<file path="src/rtl/motor_pkg.sv">
// motor_pkg: shared types for the motor driver and the steering logic.
//   drive_cmd_t   - 3-bit drive command issued by the steering logic.
//   wheel_state_t - per-wheel ramp/reversal FSM state.
//   BRIDGE_*      - 2-bit H-bridge encodings {in1,in2}.
//   decode_cmd    - maps a raw 3-bit command to drive_cmd_t; codes 6/7 become Stop.
package motor_pkg;

  typedef enum logic [2:0] {
    Stop       = 3'd0,
    Fast_left  = 3'd1,
    Left       = 3'd2,
    Straight   = 3'd3,
    Right      = 3'd4,
    Fast_right = 3'd5
  } drive_cmd_t;

  typedef enum logic [1:0] {
    IDLE  = 2'd0,
    RUN   = 2'd1,
    BRAKE = 2'd2,
    DEAD  = 2'd3
  } wheel_state_t;

  localparam logic [1:0] BRIDGE_COAST = 2'b00;
  localparam logic [1:0] BRIDGE_FWD   = 2'b10;
  localparam logic [1:0] BRIDGE_REV   = 2'b01;

  function automatic drive_cmd_t decode_cmd(input logic [2:0] raw);
    drive_cmd_t c;
    case (raw)
      3'd1:    c = Fast_left;
      3'd2:    c = Left;
      3'd3:    c = Straight;
      3'd4:    c = Right;
      3'd5:    c = Fast_right;
      default: c = Stop;
    endcase
    return c;
  endfunction

endpackage

</file>
<file path="src/rtl/motor_driver_wheel.sv">
// wheel_channel: one H-bridge channel.
//   Holds the IDLE/RUN/BRAKE/DEAD FSM, the duty ramp, the dead-time counter,
//   the applied-duty register (updated at PWM wrap) and the registered bridge.
// Ports:
//   clk, reset   - clock, async active-high reset
//   tick_i       - one-cycle ramp tick from the shared divider
//   wrap_i       - shared PWM counter is at its last count (wraps next edge)
//   pwm_cnt_i    - shared PWM counter value
//   tgt_fwd_i    - target direction (1 = forward)
//   tgt_duty_i   - target duty
//   bridge_o     - registered {in1,in2}
//   idle_o       - wheel is in IDLE
module wheel_channel
  import motor_pkg::*;
#(
  parameter int PWM_BITS  = 8,
  parameter int RAMP_STEP = 16,
  parameter int DEADTIME  = 256
) (
  input  logic                clk,
  input  logic                reset,
  input  logic                tick_i,
  input  logic                wrap_i,
  input  logic [PWM_BITS-1:0] pwm_cnt_i,
  input  logic                tgt_fwd_i,
  input  logic [PWM_BITS-1:0] tgt_duty_i,
  output logic [1:0]          bridge_o,
  output logic                idle_o
);

  localparam int DEAD_W = (DEADTIME > 1) ? $clog2(DEADTIME) : 1;
  localparam logic [DEAD_W-1:0]   DEAD_LAST = DEAD_W'(DEADTIME - 1);
  // RAMP_STEP is expected to be below 2^PWM_BITS.
  localparam logic [PWM_BITS-1:0] STEP      = PWM_BITS'(RAMP_STEP);

  wheel_state_t        state_q, state_d;
  logic [PWM_BITS-1:0] duty_q, duty_d;
  logic                fwd_q, fwd_d;
  logic [DEAD_W-1:0]   dead_q, dead_d;
  logic [PWM_BITS-1:0] applied_q, applied_d;
  logic [1:0]          bridge_q, bridge_d;

  logic                rev_req;
  logic [PWM_BITS-1:0] ramped, braked;
  logic                pwm_on, coast;

  // Move cur toward tgt by at most STEP, landing exactly on tgt.
  function automatic logic [PWM_BITS-1:0] ramp_to(input logic [PWM_BITS-1:0] cur,
                                                  input logic [PWM_BITS-1:0] tgt);
    logic [PWM_BITS-1:0] diff;
    logic [PWM_BITS-1:0] res;
    if (cur < tgt) begin
      diff = tgt - cur;
      res  = (diff > STEP) ? cur + STEP : tgt;
    end else begin
      diff = cur - tgt;
      res  = (diff > STEP) ? cur - STEP : tgt;
    end
    return res;
  endfunction

  always_comb begin
    state_d = state_q;
    duty_d  = duty_q;
    fwd_d   = fwd_q;
    dead_d  = dead_q;
    // A zero target carries no direction, so Stop ramps down in place
    // instead of going through a reversal.
    rev_req = (tgt_duty_i != '0) && (tgt_fwd_i != fwd_q);
    ramped  = ramp_to(duty_q, tgt_duty_i);
    braked  = ramp_to(duty_q, '0);
    case (state_q)
      IDLE: begin
        duty_d = '0;
        if (tgt_duty_i != '0) begin
          state_d = RUN;
          fwd_d   = tgt_fwd_i;
        end
      end
      RUN: begin
        if (rev_req) begin
          state_d = BRAKE;
        end else if (tick_i) begin
          duty_d = ramped;
          if ((tgt_duty_i == '0) && (ramped == '0)) state_d = IDLE;
        end
      end
      BRAKE: begin
        if (!rev_req) begin
          state_d = RUN;
        end else if (tick_i) begin
          duty_d = braked;
          if (braked == '0) begin
            state_d = DEAD;
            dead_d  = '0;
          end
        end
      end
      DEAD: begin
        if (dead_q == DEAD_LAST) begin
          fwd_d   = tgt_fwd_i;
          state_d = (tgt_duty_i != '0) ? RUN : IDLE;
        end else begin
          dead_d = dead_q + 1'b1;
        end
      end
      default: state_d = IDLE;
    endcase
  end

  // Applied duty only changes at the period boundary so a pulse is never cut
  // or stretched. In IDLE/DEAD it is cleared at once: the output is gated
  // there anyway, and a stale duty must not leak out after a direction flip.
  always_comb begin
    applied_d = applied_q;
    if ((state_q == IDLE) || (state_q == DEAD)) applied_d = '0;
    else if (wrap_i)                            applied_d = duty_q;
  end

  assign pwm_on = (pwm_cnt_i < applied_q);
  assign coast  = (state_q == IDLE) || (state_q == DEAD);

  always_comb begin
    bridge_d = BRIDGE_COAST;
    if (!coast && pwm_on) bridge_d = fwd_q ? BRIDGE_FWD : BRIDGE_REV;
  end

  always_ff @(posedge clk or posedge reset) begin
    if (reset) begin
      state_q   <= IDLE;
      duty_q    <= '0;
      fwd_q     <= 1'b1;
      dead_q    <= '0;
      applied_q <= '0;
      bridge_q  <= BRIDGE_COAST;
    end else begin
      state_q   <= state_d;
      duty_q    <= duty_d;
      fwd_q     <= fwd_d;
      dead_q    <= dead_d;
      applied_q <= applied_d;
      bridge_q  <= bridge_d;
    end
  end

  assign bridge_o = bridge_q;
  assign idle_o   = (state_q == IDLE);

endmodule

</file>
<file path="src/rtl/motor_driver.sv">
// motor_driver: two-channel H-bridge driver for the robot wheels.
//   Latches the steering command, runs the watchdog, the shared ramp divider
//   and the shared PWM counter, and feeds per-wheel targets to two
//   wheel_channel instances.
// Ports:
//   clk, reset     - clock, async active-high reset
//   drive_command  - 3-bit drive_cmd_t code (6/7 treated as Stop)
//   valid          - command strobe, sampled every edge
//   motor_l/_r     - bridge {in1,in2}: 10 fwd PWM, 01 rev PWM, 00 coast
//   stopped        - both wheels IDLE
//   timeout        - watchdog expired; cleared by the next valid
module motor_driver
  import motor_pkg::*;
#(
  parameter int PWM_BITS        = 8,
  parameter int DUTY_CRUISE     = 192,
  parameter int DUTY_SLOW       = 96,
  parameter int DUTY_TURN       = 160,
  parameter int RAMP_STEP       = 16,
  parameter int RAMP_DIV        = 1024,
  parameter int DEADTIME        = 256,
  parameter int WATCHDOG_CYCLES = 2_500_000
) (
  input  logic       clk,
  input  logic       reset,
  input  logic [2:0] drive_command,
  input  logic       valid,
  output logic [1:0] motor_l,
  output logic [1:0] motor_r,
  output logic       stopped,
  output logic       timeout
);

  localparam int WD_W  = $clog2(WATCHDOG_CYCLES + 1);
  localparam int DIV_W = (RAMP_DIV > 1) ? $clog2(RAMP_DIV) : 1;
  localparam logic [WD_W-1:0]     WD_LIMIT = WD_W'(WATCHDOG_CYCLES);
  localparam logic [WD_W-1:0]     WD_LAST  = WD_W'(WATCHDOG_CYCLES - 1);
  localparam logic [DIV_W-1:0]    DIV_LAST = DIV_W'(RAMP_DIV - 1);
  localparam logic [PWM_BITS-1:0] D_CRUISE = PWM_BITS'(DUTY_CRUISE);
  localparam logic [PWM_BITS-1:0] D_SLOW   = PWM_BITS'(DUTY_SLOW);
  localparam logic [PWM_BITS-1:0] D_TURN   = PWM_BITS'(DUTY_TURN);

  drive_cmd_t          cmd_q, cmd_d;
  logic                timeout_q, timeout_d;
  logic [WD_W-1:0]     wd_cnt_q, wd_cnt_d;
  logic [DIV_W-1:0]    div_cnt_q, div_cnt_d;
  logic [PWM_BITS-1:0] pwm_cnt_q, pwm_cnt_d;

  logic                tick, pwm_wrap;
  logic                tl_fwd, tr_fwd;
  logic [PWM_BITS-1:0] tl_duty, tr_duty;
  logic                idle_l, idle_r;

  // Command latch and watchdog. A valid in the expiry cycle takes priority,
  // so the watchdog only fires after a full WATCHDOG_CYCLES of silence.
  // The counter parks at WD_LIMIT so timeout holds until the next valid.
  always_comb begin
    cmd_d     = cmd_q;
    timeout_d = timeout_q;
    wd_cnt_d  = wd_cnt_q;
    if (valid) begin
      cmd_d     = decode_cmd(drive_command);
      timeout_d = 1'b0;
      wd_cnt_d  = '0;
    end else if (wd_cnt_q != WD_LIMIT) begin
      wd_cnt_d = wd_cnt_q + 1'b1;
      if (wd_cnt_q == WD_LAST) begin
        cmd_d     = Stop;
        timeout_d = 1'b1;
      end
    end
  end

  assign tick      = (div_cnt_q == DIV_LAST);
  assign div_cnt_d = tick ? '0 : div_cnt_q + 1'b1;
  assign pwm_cnt_d = pwm_cnt_q + 1'b1;
  assign pwm_wrap  = &pwm_cnt_q;

  always_ff @(posedge clk or posedge reset) begin
    if (reset) begin
      cmd_q     <= Stop;
      timeout_q <= 1'b0;
      wd_cnt_q  <= '0;
      div_cnt_q <= '0;
      pwm_cnt_q <= '0;
    end else begin
      cmd_q     <= cmd_d;
      timeout_q <= timeout_d;
      wd_cnt_q  <= wd_cnt_d;
      div_cnt_q <= div_cnt_d;
      pwm_cnt_q <= pwm_cnt_d;
    end
  end

  // Per-wheel target {dir,duty} for the latched command.
  always_comb begin
    tl_fwd  = 1'b1;
    tr_fwd  = 1'b1;
    tl_duty = '0;
    tr_duty = '0;
    case (cmd_q)
      Fast_left: begin
        tl_fwd  = 1'b0;
        tl_duty = D_TURN;
        tr_duty = D_TURN;
      end
      Left: begin
        tl_duty = D_SLOW;
        tr_duty = D_CRUISE;
      end
      Straight: begin
        tl_duty = D_CRUISE;
        tr_duty = D_CRUISE;
      end
      Right: begin
        tl_duty = D_CRUISE;
        tr_duty = D_SLOW;
      end
      Fast_right: begin
        tl_duty = D_TURN;
        tr_fwd  = 1'b0;
        tr_duty = D_TURN;
      end
      default: ;
    endcase
  end

  wheel_channel #(
    .PWM_BITS (PWM_BITS),
    .RAMP_STEP(RAMP_STEP),
    .DEADTIME (DEADTIME)
  ) u_wheel_l (
    .clk       (clk),
    .reset     (reset),
    .tick_i    (tick),
    .wrap_i    (pwm_wrap),
    .pwm_cnt_i (pwm_cnt_q),
    .tgt_fwd_i (tl_fwd),
    .tgt_duty_i(tl_duty),
    .bridge_o  (motor_l),
    .idle_o    (idle_l)
  );

  wheel_channel #(
    .PWM_BITS (PWM_BITS),
    .RAMP_STEP(RAMP_STEP),
    .DEADTIME (DEADTIME)
  ) u_wheel_r (
    .clk       (clk),
    .reset     (reset),
    .tick_i    (tick),
    .wrap_i    (pwm_wrap),
    .pwm_cnt_i (pwm_cnt_q),
    .tgt_fwd_i (tr_fwd),
    .tgt_duty_i(tr_duty),
    .bridge_o  (motor_r),
    .idle_o    (idle_r)
  );

  assign stopped = idle_l & idle_r;
  assign timeout = timeout_q;

endmodule

</file>
<file path="config.mk">
export PLATFORM = sky130hd
export DESIGN_NAME = motor_driver
export DESIGN_NICKNAME = d
export VERILOG_FILES = /design/src/rtl/motor_pkg.sv /design/src/rtl/motor_driver_wheel.sv /design/src/rtl/motor_driver.sv
export SDC_FILE = /design/constraint.sdc
export NUM_CORES = 1
export LEC_CHECK = 0
export BUFFER_PORTS_ARGS = -buffer_cell sky130_fd_sc_hd__buf_2
export CAP_MARGIN = 20
export CORE_MARGIN = 2
export CORE_UTILIZATION = 30
export CTS_CLUSTER_SIZE = 8
export DETAILED_ROUTE_END_ITERATION = 8
export GPL_TIMING_DRIVEN = 0
export SKIP_LAST_GASP = 1
export SYNTH_ARGS = -nofsm -noshare
export SYNTH_HDL_FRONTEND = slang
export SYNTH_SLANG_ARGS = --single-unit
</file>
<file path="constraint.sdc">
create_clock -name clk -period 8.2 [get_ports clk]
set_input_delay 0.41 -clock clk [delete_from_list [all_inputs] [get_ports clk]]
set_output_delay 0.41 -clock clk [all_outputs]
set_load 0.02 [all_outputs]
</file>
==> flow_summary.toml, run 1 <==
[worst_setup_path]
crit_chain = "clkbuf_1 -> a21oi_1 -> inv_1 -> ha_1 -> xor2_1 -> o41ai_4 -> o21ai_1 -> a211o_1 -> o41ai_1 -> nor2b_1 -> o21ai_0"
crit_required_ns = 8.43
reg2reg_depth = 11
end_kind = "flop"
slowest_delay_ns = 0.53
critPathMaxFanout = 10
crit_type = "reg2reg"
crit_arrival_ns = 3.87
cp_slowest_cell = "o41ai_1"
startpoint_type = "flop"

[clock_network]
insertion_delay_ns = 0.35
numCtsBuffers = 9
cts.htree.levels = 3
root_buffer = "clkbuf_16"
cts_sinks = 102
postCtsResizedCells = 0
clk_pin_slew_ns = 0.07
cts_setup_buffers = 0
cts_tree = "built"
clock_tree.buffer_depth = 2
holdBufCountCts = 0

[die]
die_h_um = 148.2
ios = 12
rows = 52
die_x_um = 148.2
initial_core_util = 0.3075
dieArea_mm2 = 0.02198
core_area_mm2 = 0.02030

[place]
dp_worst_setup_slack_ns = 4.620
dp_hpwl_mm = 9.299
gp_congestion = 0.8755
dp.cells = 961
portBuffers = 10

[yosys]
ys_seq_area_frac = 0.4093
synth_top_family_by_area = "simple AND/OR/NAND/NOR gates"
synth_xor_xnor_area_share = 0.07156
synthesis.area_mm2 = 0.006242
synth_fa_ha_area_frac = 0.1042
avgSynthCellArea_um2 = 9.180
synthSimpleGateAreaFrac = 0.2175
synth.distinct_cells = 69
synth_top_area_share = 0.4009
synth_edf_count = 0
synth_ff_type = "dfrtp_1"
ys_top_cells_by_area = "dfrtp_1, ha_1, xor2_1"
synth_top_area_cell = "dfrtp_1"
synthArstFlopShare = 1.000
ys_ff_latch = 102
ys_warn_count = 0
muxShareOfSynthArea = 0.005211
synth_compound_area_frac = 0.1541
syn_inst = 680
synth_nets = 736

[timing]
rsz0062_at_grt = "false"
fin_ws_ns = 4.558
hold_viol = 0
setup_viol = 0
tns_ns = 0
worst_pin_slew_ns = 0.7427
period_needed_ns = 3.642
drv_slew = 0
min_period_over_period = 0.4442
skew_ns = 0.007054
max_slew_margin = 0.5011
max_freq_ghz = 0.2745

[route]
via_count = 4703
post-route-drc-count = 0
dr.first_iter.drc_count = 282
first_pass_iters = 4
ant_nets = 0
avgRoutedWirePerCell_um = 12.91
viasPerCell = 4.814
wirelength_mm = 12.62

[power_and_ir_drop]
irDropWorstVdd_v = 0.0001122
leakage_nw = 2.984
powerDensity_mw_per_mm2 = 235.4

[global_routing]
grt_usage = 0.1240
antenna_found_initial = 0
overflow = 0
grt_max_degree = 67
grt_pass1_vias = 4539
grt_pass1_wl_mm = 22.20

[layout]
fin_util = 0.3421
most-common-layout-cells = "dfrtp_1, nand2_1, nor2_1, ha_1, inv_1"
layout.cells.non_filler = 977
nFillCells = 2104
final_common_cell = "dfrtp_1"
nets = 758
area_growth_pct = 11.26
drive_above_1_share = 0.06931
antennaDiodeCount = 0

[min_path]
min_path_type = "in2async"

[run_status]
status = "finished clean"

[flow_run]
drv_cap = 0
[area by class of cell]
cell class | instances | area [µm²] | share of cell area
clock buffer | 13 | 240.2 | 0.03459
buffer | 18 | 68.82 | 0.009908
inverter | 45 | 171.4 | 0.02468
multi-input combinational | 515 | 3450 | 0.4967
timing repair buffer | 11 | 77.57 | 0.01117
clock inverter | 3 | 45.04 | 0.006485
sequential | 102 | 2555 | 0.3679
tap | 270 | 337.8 | 0.04864
[flip-flops by register name, summed over array words and instances, names as in the netlist, 3 cells and up]
signal and cells:
u_wheel_r.duty_q 8, div_cnt_q 10, wd_cnt_q 22, u_wheel_l.duty_q 8, u_wheel_r.applied_q 8, u_wheel_l.applied_q 8
cmd_q 3, u_wheel_r.dead_q 8, pwm_cnt_q 8, u_wheel_l.dead_q 8
[worst max-delay path, delay by kind of cell (launching register included)]
family	cells	cell delay [ns]
AOI/OAI and AO/OA	6	1.93
DFF	1	0.42
buffers and inverters	2	0.41
adders and majority gates	1	0.36
and+or+nand+nor	1	0.23
xor gates and xnor gates	1	0.18
[synth_stat cells, types with 10 or more instances]
master / instances
clkbuf_1: 17
and2_1: 16
nor3_1: 10
inv_1: 43
o21ai_0: 25
nand3_1: 19
ha_1: 48
xor2_1: 38
dfrtp_1: 100
xnor2_1: 13
and3_1: 12
nand2_1: 84
a21boi_0: 16
nand4_1: 21
a21oi_1: 27
nor2b_1: 10
nor2_1: 68
[final timing paths]
check / startpoint / to / slack (ns)
max in group asynchronous: reset / u_wheel_l.fwd_q$_DFFE_PP1P_ / 7.38
worst max-delay path: cmd_q[2]$_DFFE_PP0P_ / u_wheel_r.state_q[1]$_DFFE_PP0P_ / 4.56
worst min register to register: div_cnt_q[0]$_DFF_PP0_ / div_cnt_q[0]$_DFF_PP0_ / 0.48
worst min-delay path: reset / wd_cnt_q[18]$_DFFE_PP0P_ / 0.09
min in group clk: drive_command[0] / cmd_q[0]$_DFFE_PP0P_ / 0.33
worst max register to register: cmd_q[2]$_DFFE_PP0P_ / u_wheel_r.state_q[1]$_DFFE_PP0P_ / 4.56
[logic make-up (layout without fill, tap and decap cells)]
family,Yosys count,count (layout)
muxes,3,3
and+or+nand+nor,277,277
AOI/OAI and AO/OA,133,133
buffers and inverters,63,90
adders and majority gates,51,51
xor gates and xnor gates,51,51
DFF,102,102
[metal layers]
metal  GRT usage  share of wire  up-vias
met4     0.04048          0.017        0
met5           0              0        -
met1      0.1769           0.51     2215
met3     0.02638          0.033       13
met2      0.1877           0.44       71
li1            -              -     2404
[stage by stage]
step | hold WS, ns | instance area [µm²] | power [mW]
6_report | 0.08548 | 6945 | 1.635
2_1_floorplan | 0.4470 | 6242 | 1.072
4_1_cts | 0.09742 | 6945 | 1.649
3_5_place_dp | 0.4759 | 6660 | 1.217
5_1_grt | 0.1220 | 6945 | 1.756
3_3_place_gp | 0.4653 | 6630 | 1.213
[report_power, final]
group / total, mW / internal (mW) / switching, mW
logic: 0.641 / 0.249 / 0.392
registers: 0.573 / 0.535 / 0.0384
clock network: 0.421 / 0.237 / 0.184
total: 1.64 / 1.02 / 0.615
(Power assumes the default switching activity.)
==> run 2, diff against run 1 <==
Clock period 8.2 ns to 3.4 ns, I/O delays scaled along.
==> run 2 against run 1 <==
  * Clock power is 140% higher
  * Worst hold slack is essentially flat
  * Utilization rose by 0.36 points
  * Cell area rose by 1.0%
  * Via count unchanged
  * Non-clock buffer count increased by 2
  * Sequential cell count is the same
  * Clock skew up 0.0023 ns
  * Global-route usage about the same
  * Critical endpoint unchanged
==> flow_summary.toml, run 2 (synthesized netlist as in run 1, its figures left out) <==
[clock_network]
numCtsBuffers = 9
insertion_delay_ns = 0.35
clk_pin_slew_ns = 0.06
cts.htree.levels = 3
cts_tree = "built"
clock_tree.buffer_depth = 2
cts_sinks = 102
root_buffer = "clkbuf_16"

[layout]
antennaDiodeCount = 0
nets = 760
seqCellArea_mm2 = 0.002559
area_growth_pct = 12.43
drive_above_1_share = 0.08463
final_common_cell = "dfrtp_1"
nFillCells = 2103
largest_reg_flops = 22
most-common-layout-cells = "dfrtp_1, nand2_1, nor2_1, ha_1, inv_1"
fin_area_mm2 = 0.007018
multi_input_area_mm2 = 0.003492
top_register = "wd_cnt_q"
reg.largest.list = "wd_cnt_q (22), div_cnt_q (10)"

[worst_setup_path]
end_kind = "flop"
r2r-start = "cmd_q[1]$_DFFE_PP0P_"
critPathMaxFanout = 8
rrSetupSlack_ns = 0.18
crit_required_ns = 3.63
timing.rr.end = "u_wheel_r.state_q[1]$_DFFE_PP0P_"
crit_arrival_ns = 3.45
startpoint_type = "flop"
crit_type = "reg2reg"
reg2reg_depth = 12

[place]
gp_congestion = 0.8755
dp_hpwl_mm = 9.299
placedInstanceArea_mm2 = 0.006660
portBuffers = 10

[die]
core_area_mm2 = 0.02030
die_x_um = 148.2
ios = 12
rows = 52
dieArea_mm2 = 0.02198
die_h_um = 148.2
initial_core_util = 0.3075

[flow_run]
drv_cap = 0

[global_routing]
grt_max_degree = 67
overflow = 0
antenna_found_initial = 0
grt_pass1_wl_mm = 22.22
grt_pass1_vias = 4553
grt_usage = 0.1241

[power_and_ir_drop]
powerDensity_mw_per_mm2 = 571.3
leakage_nw = 3.011
irDropWorstVdd_v = 0.0002697
power_mw = 4.009

[route]
viasPerCell = 4.804
dr.first_iter.drc_count = 269
ant_nets = 0
via_count = 4703
first_pass_iters = 5
wirelength_mm = 12.72
post-route-drc-count = 0
avgRoutedWirePerCell_um = 12.99

[run_status]
status = "finished clean"

[timing]
setup_viol = 0
rsz0062_at_grt = "false"
max_freq_ghz = 0.3105
drv_slew = 0
holdWs_ns = 0.08579
max_slew_margin = 0.5105
tns_ns = 0
skew_ns = 0.009305
min_period_over_period = 0.9473
hold_viol = 0
period_needed_ns = 3.221
worst_pin_slew_ns = 0.7286

[min_path]
hold_path_depth = 3
min_to = "cmd_q[0]$_DFFE_PP0P_"
min_path_type = "in2reg"
hp-start = "drive_command[0]"
==> run 2: layout make-up <==
class / instances / share of cell area
inverters: 45 / 0.02442
repair buffers: 13 / 0.01355
well taps: 270 / 0.04814
plain buffers: 18 / 0.01105
flip-flops and latches: 102 / 0.3646
clock buffers: 13 / 0.03423
multi-input cells: 515 / 0.4976
clock inverters: 3 / 0.006418
==> run 2: worst max path at each step <==
stage / end / depth (start not counted) / slack (ns) / startpoint
after floorplan: u_wheel_l.state_q[0]$_DFFE_PP0P_ / 13 / 0.42 / cmd_q[2]$_DFFE_PP0P_
after global placement: u_wheel_l.dead_q[4]$_DFFE_PP0P_ / 2 / -0.87 / reset
after detailed placement: u_wheel_r.state_q[1]$_DFFE_PP0P_ / 11 / -0.18 / cmd_q[2]$_DFFE_PP0P_
after CTS: u_wheel_r.state_q[1]$_DFFE_PP0P_ / 11 / 0.07 / cmd_q[1]$_DFFE_PP0P_
after global routing: u_wheel_l.state_q[0]$_DFFE_PP0P_ / 13 / 0.001 / cmd_q[2]$_DFFE_PP0P_
final: u_wheel_r.state_q[1]$_DFFE_PP0P_ / 12 / 0.18 / cmd_q[1]$_DFFE_PP0P_
==> run 2: metrics by stage <==
| stage | util | cells | setup slack, ns |
|---|---|---|---|
| final | 0.3457 | 979 | 0.1792 |
| after floorplan | - | 680 | 0.4217 |
| after global placement | 0.3266 | 960 | -0.8654 |
| after detailed placement | 0.3281 | 961 | -0.1798 |
| after CTS | 0.3433 | 978 | 0.06854 |
| after global routing | 0.3457 | 979 | 0.001236 |
==> run 2: repair_timing <==
item	4_1_cts	5_1_grt
setup buffers	0	1
resized for setup	3	15
hold endpoints to repair	36	0
hold buffers	1	0
setup endpoints to repair	3	4
pin swaps	0	4
==> run 2: worst max-delay path, stage by stage, from the launching register on <==
cell and delay [ns]:
dfrtp_2 0.47, nor2b_4 0.17, a21oi_4 0.17, inv_1 0.12, ha_1 0.34, xor2_1 0.18
o41ai_4 0.34, buf_4 0.19, o21ai_1 0.08, a211o_1 0.34, o41ai_4 0.38, nor2b_1 0.21
o21ai_0 0.09
==> run 2: where the power goes <==
part	total, mW	internal, mW	switching [mW]
clock	1.02	0.572	0.447
sequential	1.38	1.29	0.0939
combinational	1.61	0.627	0.980
==> run 2: per-layer routing <==
metal / global-route usage / wire length (µm) / up-vias
met2: 0.1882 / 5646 / 70
met4: 0.04000 / 214 / 0
li1: - / - / 2407
met1: 0.1769 / 6455 / 2209
met3: 0.02638 / 403 / 17
met5: 0 / 0 / -
==> run 3, diff against run 2 <==
Settings changed: SETUP_SLACK_MARGIN set to 0.4.
==> run 3 against run 2 <==
  * Die area is the same
  * Sequential share of layout area shrank 1.0 points
  * Global-route usage grew 0.29 points
  * Sequential power is essentially flat
  * Worst hold slack lost 0.0011 ns
  * Count of clock-buffer cells in the layout is the same
  * Clock power is essentially flat
  * Worst setup slack gained 0.13 ns
  * Wire length grew 3.0%
  * Critical path depth grew 1
  * Cell area grew 2.8%
==> flow_summary.toml, run 3 (synthesized netlist as in run 1, its figures left out) <==
[run_status]
status = "finished clean"

[timing]
period_needed_ns = 3.092
worst_pin_slew_ns = 0.7405
min_period_over_period = 0.9094
max_slew_margin = 0.5026
holdWs_ns = 0.08468
skew_ns = 0.008023
tns_ns = 0
fin_ws_ns = 0.3082
setup_viol = 0
max_freq_ghz = 0.3234
drv_slew = 0
hold_viol = 0
rsz0062_at_grt = "true"

[min_path]
min_path_type = "in2reg"
hp-start = "drive_command[0]"

[route]
via_count = 4772
dr.first_iter.drc_count = 322
first_pass_iters = 4
avgRoutedWirePerCell_um = 13.14
wirelength_mm = 13.10
ant_nets = 0
post-route-drc-count = 0
viasPerCell = 4.786

[die]
rows = 52
ios = 12
die_x_um = 148.2
die_h_um = 148.2
dieArea_mm2 = 0.02198
initial_core_util = 0.3075
core_area_mm2 = 0.02030

[layout]
nFillCells = 2090
antennaDiodeCount = 0
fin_area_mm2 = 0.007214
most-common-layout-cells = "dfrtp_1, nand2_1, nor2_1, ha_1, inv_1"
final_common_cell = "dfrtp_1"
area_growth_pct = 15.57
nets = 778
largest_reg_flops = 22
reg.largest.list = "wd_cnt_q (22), div_cnt_q (10)"
drive_above_1_share = 0.1210
top_register = "wd_cnt_q"
fin_util = 0.3554

[flow_run]
drv_cap = 0

[clock_network]
cts_sinks = 102
cts.htree.levels = 3
clk_pin_slew_ns = 0.07
clock_tree.buffer_depth = 2
cts_tree = "built"
numCtsBuffers = 9
root_buffer = "clkbuf_16"
insertion_delay_ns = 0.35

[place]
dp_hpwl_mm = 9.299
placedInstanceArea_mm2 = 0.006660
portBuffers = 10
dp_worst_setup_slack_ns = -0.1798
gp_congestion = 0.8755

[global_routing]
grt_pass1_vias = 4667
antenna_found_initial = 0
grt_usage = 0.1270
grt_pass1_wl_mm = 22.71
grt_max_degree = 67
overflow = 0

[power_and_ir_drop]
irDropWorstVdd_v = 0.0002696
leakage_nw = 3.108
powerDensity_mw_per_mm2 = 570.9

[worst_setup_path]
crit_required_ns = 3.67
startpoint = "cmd_q[1]$_DFFE_PP0P_"
end_kind = "flop"
crit_type = "reg2reg"
startpoint_type = "flop"
r2r-start = "cmd_q[1]$_DFFE_PP0P_"
critPathMaxFanout = 6
rrSetupSlack_ns = 0.31
crit_arrival_ns = 3.36
run 3: cell types whose count changed in the layout (fill, tap and decap cells not counted), moves of 2 or more:
cell | before | now
buf_4 | 1 | 18
ha_1 | 48 | 44
ha_2 | 0 | 2
ha_4 | 0 | 2
inv_1 | 42 | 40
nor2b_1 | 9 | 7
run 3: final timing paths:
check,to,depth (start not counted)
setup reg to reg,u_wheel_l.duty_q[5]$_DFFE_PP0P_,13
hold / removal,cmd_q[0]$_DFFE_PP0P_,3
max in group asynchronous,u_wheel_l.fwd_q$_DFFE_PP1P_,4
setup / recovery,u_wheel_l.duty_q[5]$_DFFE_PP0P_,13
min in group asynchronous,wd_cnt_q[15]$_DFFE_PP0P_,3
hold reg to reg,div_cnt_q[0]$_DFF_PP0_,1
run 3: repair_timing:
item / 4_1_cts / 5_1_grt
resized for setup: 25 / 6
hold buffers: 1 / 0
setup buffers: 16 / 3
pin swaps: 7 / 6
setup endpoints to repair: 18 / 8
endpoints found under the hold margin: 36 / 0
run 3: report_power, final:
part           internal, mW  switching, mW  total (mW)  leakage (nW)
Sequential             1.29         0.0947        1.38          1.37
Clock                 0.572          0.442        1.01         0.130
Combinational         0.706           1.01        1.72          1.61
Total                  2.57           1.55        4.12          3.11
run 3: area by class of cell:
class / instances / area (µm²) / share of cell area
Inverter: 45 / 173.9 / 0.02411
Tap cell: 270 / 337.8 / 0.04683
Buffer: 18 / 82.58 / 0.01145
Clock buffer: 13 / 240.2 / 0.03330
Multi-Input combinational cell: 515 / 3543 / 0.4912
Timing Repair Buffer: 31 / 234.0 / 0.03243
Clock inverter: 3 / 45.04 / 0.006243
Sequential cell: 102 / 2557 / 0.3545
run 3: metrics by stage:
stage          instances  power, mW
2_1_floorplan        680      2.585
3_3_place_gp         960      2.926
3_5_place_dp         961      2.934
4_1_cts              994      4.089
5_1_grt              997      4.411
6_report             997      4.119
run 3: worst max-delay path: stages (launching register included):
cell     delay, ns
dfrtp_2       0.48
nor2b_4       0.17
a21oi_4       0.21
buf_4         0.15
ha_1          0.23
a21oi_2       0.15
xnor2_1       0.08
o41a_1        0.38
buf_4         0.17
and2_1        0.16
o32a_1        0.36
buf_4         0.14
o22a_1        0.19
o22ai_1       0.13
run 3: layer usage:
metal / part of all wire / global-route usage
met5: 0 / 0
met4: 0.011 / 0.04143
met3: 0.036 / 0.02883
met2: 0.45 / 0.1954
met1: 0.50 / 0.1775
